===== config.mk =====
export PLATFORM = sky130hd
export DESIGN_NAME = vis_ctrl
export DESIGN_NICKNAME = d
export VERILOG_FILES = /design/src/rtl/vis_pkg.sv /design/src/rtl/bin2bcd_seq.sv /design/src/rtl/vis_ctrl.sv
export SDC_FILE = /design/constraint.sdc
export NUM_CORES = 1
export LEC_CHECK = 0
export BUFFER_PORTS_ARGS = -buffer_cell sky130_fd_sc_hd__buf_2
export CAP_MARGIN = 10
export CORE_MARGIN = 1
export CORE_UTILIZATION = 62
export CTS_CLUSTER_SIZE = 8
export DETAILED_ROUTE_END_ITERATION = 10
export PLACE_DENSITY = 0.93
export SLEW_MARGIN = 5
export SYNTH_ARGS = -nofsm -noshare
export SYNTH_HDL_FRONTEND = slang
export SYNTH_SLANG_ARGS = --single-unit

===== constraint.sdc =====
create_clock -name clk -period 2.55 [get_ports clk]
set_clock_uncertainty 0.05 [all_clocks]
set_input_delay 0.255 -clock clk [delete_from_list [all_inputs] [get_ports clk]]
set_output_delay 0.255 -clock clk [all_outputs]
set_load 0.005 [all_outputs]

===== src/rtl/vis_pkg.sv =====
// Shared definitions for the display-value front end: mode codes, converter
// states and the decimal-width helper used to size-check the digit count.
package vis_pkg;

  localparam logic [1:0] VIS_HEX  = 2'd0;
  localparam logic [1:0] VIS_DEC  = 2'd1;
  localparam logic [1:0] VIS_HOLD = 2'd2;

  typedef enum logic [1:0] {
    CV_IDLE  = 2'd0,
    CV_LOAD  = 2'd1,
    CV_SHIFT = 2'd2,
    CV_DONE  = 2'd3
  } cv_state_e;

  // Number of decimal digits needed to show 2^bin_w - 1.
  function automatic int bcd_digits(input int bin_w);
    logic [63:0] max_val;
    int          n;
    max_val = (64'd1 << bin_w) - 64'd1;
    n = 1;
    while (max_val >= 64'd10) begin
      max_val = max_val / 64'd10;
      n++;
    end
    return n;
  endfunction

endpackage


===== src/rtl/bin2bcd_seq.sv =====
// Sequential double-dabble converter: LOAD samples the input, SHIFT runs IN_W
// add-3/shift steps, DONE presents the result for one cycle, then repeats.
module bin2bcd_seq
  import vis_pkg::*;
#(
  parameter int IN_W   = 8,
  parameter int DIGITS = 4
) (
  input  logic                  clk,
  input  logic                  rst_n,
  input  logic                  start,
  input  logic                  abort,
  input  logic [IN_W-1:0]       bin_in,
  output logic                  busy,
  output logic                  done,
  output logic [4*DIGITS-1:0]   bcd_out
);

  localparam int DW = 4 * DIGITS;
  localparam int CW = $clog2(IN_W + 1);

  cv_state_e         state_q, state_d;
  logic [IN_W-1:0]   bin_q, bin_d;
  logic [DW-1:0]     bcd_q, bcd_d;
  logic [DW-1:0]     bcd_adj;
  logic [CW-1:0]     cnt_q, cnt_d;

  for (genvar gi = 0; gi < DIGITS; gi++) begin : g_adj
    assign bcd_adj[4*gi +: 4] = (bcd_q[4*gi +: 4] >= 4'd5) ?
                                bcd_q[4*gi +: 4] + 4'd3 : bcd_q[4*gi +: 4];
  end

  always_comb begin
    state_d = state_q;
    bin_d   = bin_q;
    bcd_d   = bcd_q;
    cnt_d   = cnt_q;
    case (state_q)
      CV_IDLE: begin
        if (start) state_d = CV_LOAD;
      end
      CV_LOAD: begin
        bin_d   = bin_in;
        bcd_d   = '0;
        cnt_d   = '0;
        state_d = CV_SHIFT;
      end
      CV_SHIFT: begin
        bcd_d = {bcd_adj[DW-2:0], bin_q[IN_W-1]};
        bin_d = bin_q << 1;
        cnt_d = cnt_q + 1'b1;
        if (cnt_q == CW'(IN_W - 1)) state_d = CV_DONE;
      end
      CV_DONE: begin
        state_d = CV_LOAD;
      end
      default: state_d = CV_IDLE;
    endcase
    // Abort wins over everything so a mode change stops the engine next cycle.
    if (abort) state_d = CV_IDLE;
  end

  always_ff @(posedge clk or negedge rst_n) begin
    if (!rst_n) begin
      state_q <= CV_IDLE;
      bin_q   <= '0;
      bcd_q   <= '0;
      cnt_q   <= '0;
    end else begin
      state_q <= state_d;
      bin_q   <= bin_d;
      bcd_q   <= bcd_d;
      cnt_q   <= cnt_d;
    end
  end

  assign busy    = (state_q == CV_LOAD) || (state_q == CV_SHIFT);
  assign done    = (state_q == CV_DONE);
  assign bcd_out = bcd_q;

endmodule


===== src/rtl/vis_ctrl.sv =====
// Display-value front end: button sync/debounce, HEX/DEC/HOLD mode cycling,
// output registers. Optional leading-zero blanking under VIS_BLANK_EN.
module vis_ctrl
  import vis_pkg::*;
#(
  parameter int IN_W   = 8,
  parameter int DIGITS = 4,
  parameter int DEB_MS = 20
) (
  input  logic                  clk,
  input  logic                  rst_n,
  input  logic                  ce1ms,
  input  logic [IN_W-1:0]       sw,
  input  logic                  btn,
  output logic [4*DIGITS-1:0]   dat,
  output logic [1:0]            mode,
  output logic                  busy,
  output logic [DIGITS-1:0]     blank
);

  localparam int DW  = 4 * DIGITS;
  localparam int DBW = (DEB_MS > 1) ? $clog2(DEB_MS) : 1;

  if (bcd_digits(IN_W) > DIGITS) begin : g_size_check
    $fatal(1, "vis_ctrl: DIGITS too small for the BCD of 2^IN_W-1");
  end
  if (DEB_MS < 1) begin : g_deb_check
    $fatal(1, "vis_ctrl: DEB_MS must be at least 1");
  end

  logic             btn_s1_q, btn_s2_q;
  logic             deb_q, deb_d, deb_prev_q;
  logic [DBW-1:0]   deb_cnt_q, deb_cnt_d;
  logic [1:0]       mode_q, mode_d;
  logic [DW-1:0]    dat_q, dat_d;
  logic             cv_busy, cv_done;
  logic [DW-1:0]    cv_bcd;

  bin2bcd_seq #(
    .IN_W   (IN_W),
    .DIGITS (DIGITS)
  ) u_bin2bcd (
    .clk     (clk),
    .rst_n   (rst_n),
    .start   (mode_q == VIS_DEC),
    .abort   (mode_q != VIS_DEC),
    .bin_in  (sw),
    .busy    (cv_busy),
    .done    (cv_done),
    .bcd_out (cv_bcd)
  );

  // Counter only runs while the synchronised and debounced levels disagree.
  always_comb begin
    deb_d     = deb_q;
    deb_cnt_d = deb_cnt_q;
    if (btn_s2_q == deb_q) begin
      deb_cnt_d = '0;
    end else if (ce1ms) begin
      if (deb_cnt_q == DBW'(DEB_MS - 1)) begin
        deb_d     = ~deb_q;
        deb_cnt_d = '0;
      end else begin
        deb_cnt_d = deb_cnt_q + 1'b1;
      end
    end
  end

  always_comb begin
    mode_d = mode_q;
    if (deb_q && !deb_prev_q) begin
      case (mode_q)
        VIS_HEX: mode_d = VIS_DEC;
        VIS_DEC: mode_d = VIS_HOLD;
        default: mode_d = VIS_HEX;
      endcase
    end
  end

  always_comb begin
    dat_d = dat_q;
    case (mode_q)
      VIS_HEX: dat_d = DW'(sw);
      VIS_DEC: if (cv_done) dat_d = cv_bcd;
      default: dat_d = dat_q;
    endcase
  end

  always_ff @(posedge clk or negedge rst_n) begin
    if (!rst_n) begin
      btn_s1_q   <= 1'b0;
      btn_s2_q   <= 1'b0;
      deb_q      <= 1'b0;
      deb_prev_q <= 1'b0;
      deb_cnt_q  <= '0;
      mode_q     <= VIS_HEX;
      dat_q      <= '0;
    end else begin
      btn_s1_q   <= btn;
      btn_s2_q   <= btn_s1_q;
      deb_q      <= deb_d;
      deb_prev_q <= deb_q;
      deb_cnt_q  <= deb_cnt_d;
      mode_q     <= mode_d;
      dat_q      <= dat_d;
    end
  end

  assign dat  = dat_q;
  assign mode = mode_q;
  assign busy = cv_busy;

`ifdef VIS_BLANK_EN
  // Mask follows dat_d, so it freezes in HOLD exactly when dat does.
  logic [DIGITS-1:0] blank_d, blank_q;

  assign blank_d[0] = 1'b0;
  for (genvar gi = 1; gi < DIGITS; gi++) begin : g_blank
    assign blank_d[gi] = ~|dat_d[DW-1:4*gi];
  end

  always_ff @(posedge clk or negedge rst_n) begin
    if (!rst_n) blank_q <= '0;
    else        blank_q <= blank_d;
  end

  assign blank = blank_q;
`else
  assign blank = '0;
`endif

endmodule

==> flow_summary.toml <==
[synthesis]
synth_cell_types = 41
syn_area_per_cell_um2 = 10.29
syn_area_um2 = 3015
ys.warnings.count = 0
synth-seq-area-share = 0.4730
synth_cells = 293
synth_seq_cells = 57

[cts]
post_cts_buffers = 0
cts_sinks = 57
cts_root_buffer = "clkbuf_8"
clk_pin_slew_ns = 0.06
cts_tree = "done"
numCtsBuffers = 9
htreeDepth = 3
clk_latency_ns = 0.34
cts_max_path_buffers = 2

[setup_path]
max_stage_delay_ns = 0.42
crit_chain = "inv_1 > ha_1 > buf_4 > nand3_1 > a211o_1 > o221ai_1"
worstSetupStartpointType = "flip-flop"
slowest_stage = "dfrtp_1"
worst_ep_arrival_time_ns = 2.06
r2r_end = "u_bin2bcd.bcd_out[5]$_DFFE_PN0P_"
required_ns = 2.75
reg2reg_from = "u_bin2bcd.state_q[0]$_DFFE_PN0P_"
path_class = "reg -> reg"
r2r_slack_ns = 0.69
crit_fanout = 39
worstSetupEndpointType = "flip-flop"
reg2reg_depth = 6

[detailed_routing]
viasPerCell = 6.259
routed_wl_mm = 6.664
avgRoutedWirePerCell_um = 17.58
drt_iter0_drc = 221
postRouteAntennaNets = 0
wl_met1_mm = 2.809
drtPass1Iterations = 4
dr.max_layer_used = "met4"
met2_wirelength_mm = 3.296
vias = 2372
drc = 0
wl_met3_um = 373

[timing]
rsz0062_at_grt = "no"
hold_ws_ns = 0.1431
fin_ws_ns = 0.6934
fin_setup_tns_ns = 0
hold_violations = 0
fmax_mhz = 538.6
max_slew_margin = 0.5545
worst_slew_pin_slew_ns = 0.6682
finalCritPeriodShare = 0.7281
slew_violations = 0
period_minus_slack_ns = 1.857
setup_viol = 0

[layout]
final_common_cell = "dfrtp_1"
n_antenna_cell = 0
layout_common_cells = "57 x dfrtp_1, 30 x buf_2, 23 x a21oi_1, 19 x inv_1, 18 x nand3_1"
fill_cells = 346
finish.utilization = 0.7147
final_cell_area_um2 = 3353
area_delta_synth_final_pct = 11.20
fin_nets = 346
final_cell_count_no_fill = 379
drive_gt1_frac = 0.1723

[global_route]
antenna_found_initial = 0
grt_max_degree = 40
grt_pass1_vias = 2417
grt_use_total = 0.2887
grt_pass1_wl_mm = 11.17
gr-total-overflow = 0

[placement]
numPortBuffers = 30
dpl.cell_count = 361
preCtsSetupSlack_ns = 0.7526
routabilityCongestion = 0.7626
post_dp_cell_area_um2 = 3159
dp_hpwl_mm = 4.295

[worst_hold_path]
hold_depth = 2
hold_class = "in -> reg"
hold_path.startpoint = "sw[0]"
min_to = "u_bin2bcd.bin_q[0]$_DFFE_PN0P_"

[pwr]
power_mw = 1.742
intPower_mw = 1.343
power_frac_comb = 0.037
switchingPower_mw = 0.3990
sw_frac_of_total = 0.2291
vdd_drop_max_mv = 0.3772
power_density_nw_per_um2 = 519.4
clkPwrFrac = 0.432
p_seq_frac = 0.531
leakage_nw = 1.460

[run]
drv_cap = 0

[outcome]
run_status = "finished, final reports clean"

[floorplanning]
placementRows = 25
chipWidth_um = 71.74
pin_count = 35
dieArea_um2 = 5147
die_y_um = 71.74
core-area_um2 = 4692
start_util = 0.6427
## area by class of cell
cell class              instances  area (µm²)  area share
clock buffers                  13       158.9     0.04739
clock inverters                 3       15.01    0.004478
inverters                      21       78.83     0.02351
multi-input cells             194        1386      0.4134
flip-flops and latches         57        1426      0.4254
well taps                      54       67.56     0.02015
repair buffers                 37       220.2     0.06567
## synthesized netlist by cell type
library cell   n  area [µm²]
o221ai_1       8       70.07
or3_1          5       31.28
inv_1         19       71.32
mux2i_1       10       100.1
nand2b_1       8       50.05
a211o_1        8       70.07
nor2b_1        5       31.28
nand2_1        7       26.28
xor2_1         4       35.03
or2_2          1       6.260
o32ai_1        3       26.28
a21oi_1       23       115.1
inv_2          1       3.750
buf_4          5       37.54
dfrtp_1       57        1426
clkbuf_2       3       15.01
nor2_1         9       33.78
o22ai_1       17       106.4
nand4_1        1       6.260
buf_6          1       11.26
a311o_1        1       10.01
and4bb_2       1       12.51
conb_1         1       3.750
a22o_1        17       148.9
clkinv_1       1       3.750
o2bb2ai_1      4       35.03
nand3b_1       1       7.510
nand3_1       18       90.09
and4b_1        1       10.01
o21ai_0       10       50.05
mux2_4         1       15.01
nor3b_1        4       30.03
mux2_2         1       11.26
xnor2_1        1       8.760
a31oi_1        4       25.02
buf_2         12       60.06
nand4bb_1      1       11.26
nand2b_4       1       13.76
a31o_2         1       8.760
clkbuf_1       3       11.26
ha_1          14       175.2
## metal layers
layer | up-vias | GRT usage
met3 | 20 | 0.07876
met5 | - | 0
li1 | 1127 | -
met4 | 0 | 0.1699
met1 | 1132 | 0.3454
met2 | 93 | 0.4686
## repair_timing
item / in CTS / in global routing
endpoints found under the hold margin: 29 / 0
hold buffers: 2 / 0
resized for setup: 0 / 0
## sequential cells by signal, indices dropped and copies added, names as in the netlist, 2 cells and up
register / flops
dat: 16
deb_cnt_q: 5
mode: 2
u_bin2bcd.bcd_out: 16
u_bin2bcd.bin_q: 8
u_bin2bcd.cnt_q: 4
u_bin2bcd.state_q: 2
## worst max-delay path: cells and delay by family, from the launching register on
kind                       cells  cell delay [ns]
AOI/OAI and AO/OA              2             0.36
adders and majority gates      1             0.34
buffers and inverters          2             0.45
DFF                            1             0.42
and+or+nand+nor                1             0.14
## logic make-up (layout without fill, tap and decap cells)
group	Yosys count	after routing	share of synthesized area
simple gates	63	63	0.1195
xor+xnor	5	5	0.01452
fa+ha+maj	14	14	0.05809
other cells	1	4	0.001244
compound gates	96	96	0.2207
mux	12	12	0.04191
buf+inv	45	74	0.07095
flops	57	57	0.4730
## worst max path at each step
stage / startpoint / end / slack [ns] / cells past startpoint
after floorplan: u_bin2bcd.state_q[0]$_DFFE_PN0P_ / u_bin2bcd.bcd_out[14]$_DFFE_PN0P_ / 0.94 / 7
after global placement: u_bin2bcd.state_q[0]$_DFFE_PN0P_ / u_bin2bcd.bcd_out[5]$_DFFE_PN0P_ / 0.86 / 6
after detailed placement: u_bin2bcd.state_q[0]$_DFFE_PN0P_ / dat[12]$_DFFE_PN0P_ / 0.75 / 4
after CTS: u_bin2bcd.state_q[0]$_DFFE_PN0P_ / busy / 0.73 / 4
after global routing: u_bin2bcd.state_q[0]$_DFFE_PN0P_ / u_bin2bcd.bcd_out[1]$_DFFE_PN0P_ / 0.61 / 6
final: u_bin2bcd.state_q[0]$_DFFE_PN0P_ / u_bin2bcd.bcd_out[5]$_DFFE_PN0P_ / 0.69 / 6
## power by group through the flow
stage / clock (mW) / sequential (mW) / combinational (mW)
global placement: 0 / 0.939 / 0.0615
finish: 0.753 / 0.924 / 0.0647
floorplan: 0 / 0.939 / 0.0247
detailed placement: 0 / 0.940 / 0.0632
global route: 0.796 / 0.925 / 0.0747
CTS: 0.752 / 0.924 / 0.0657
(Power assumes the default switching activity.)
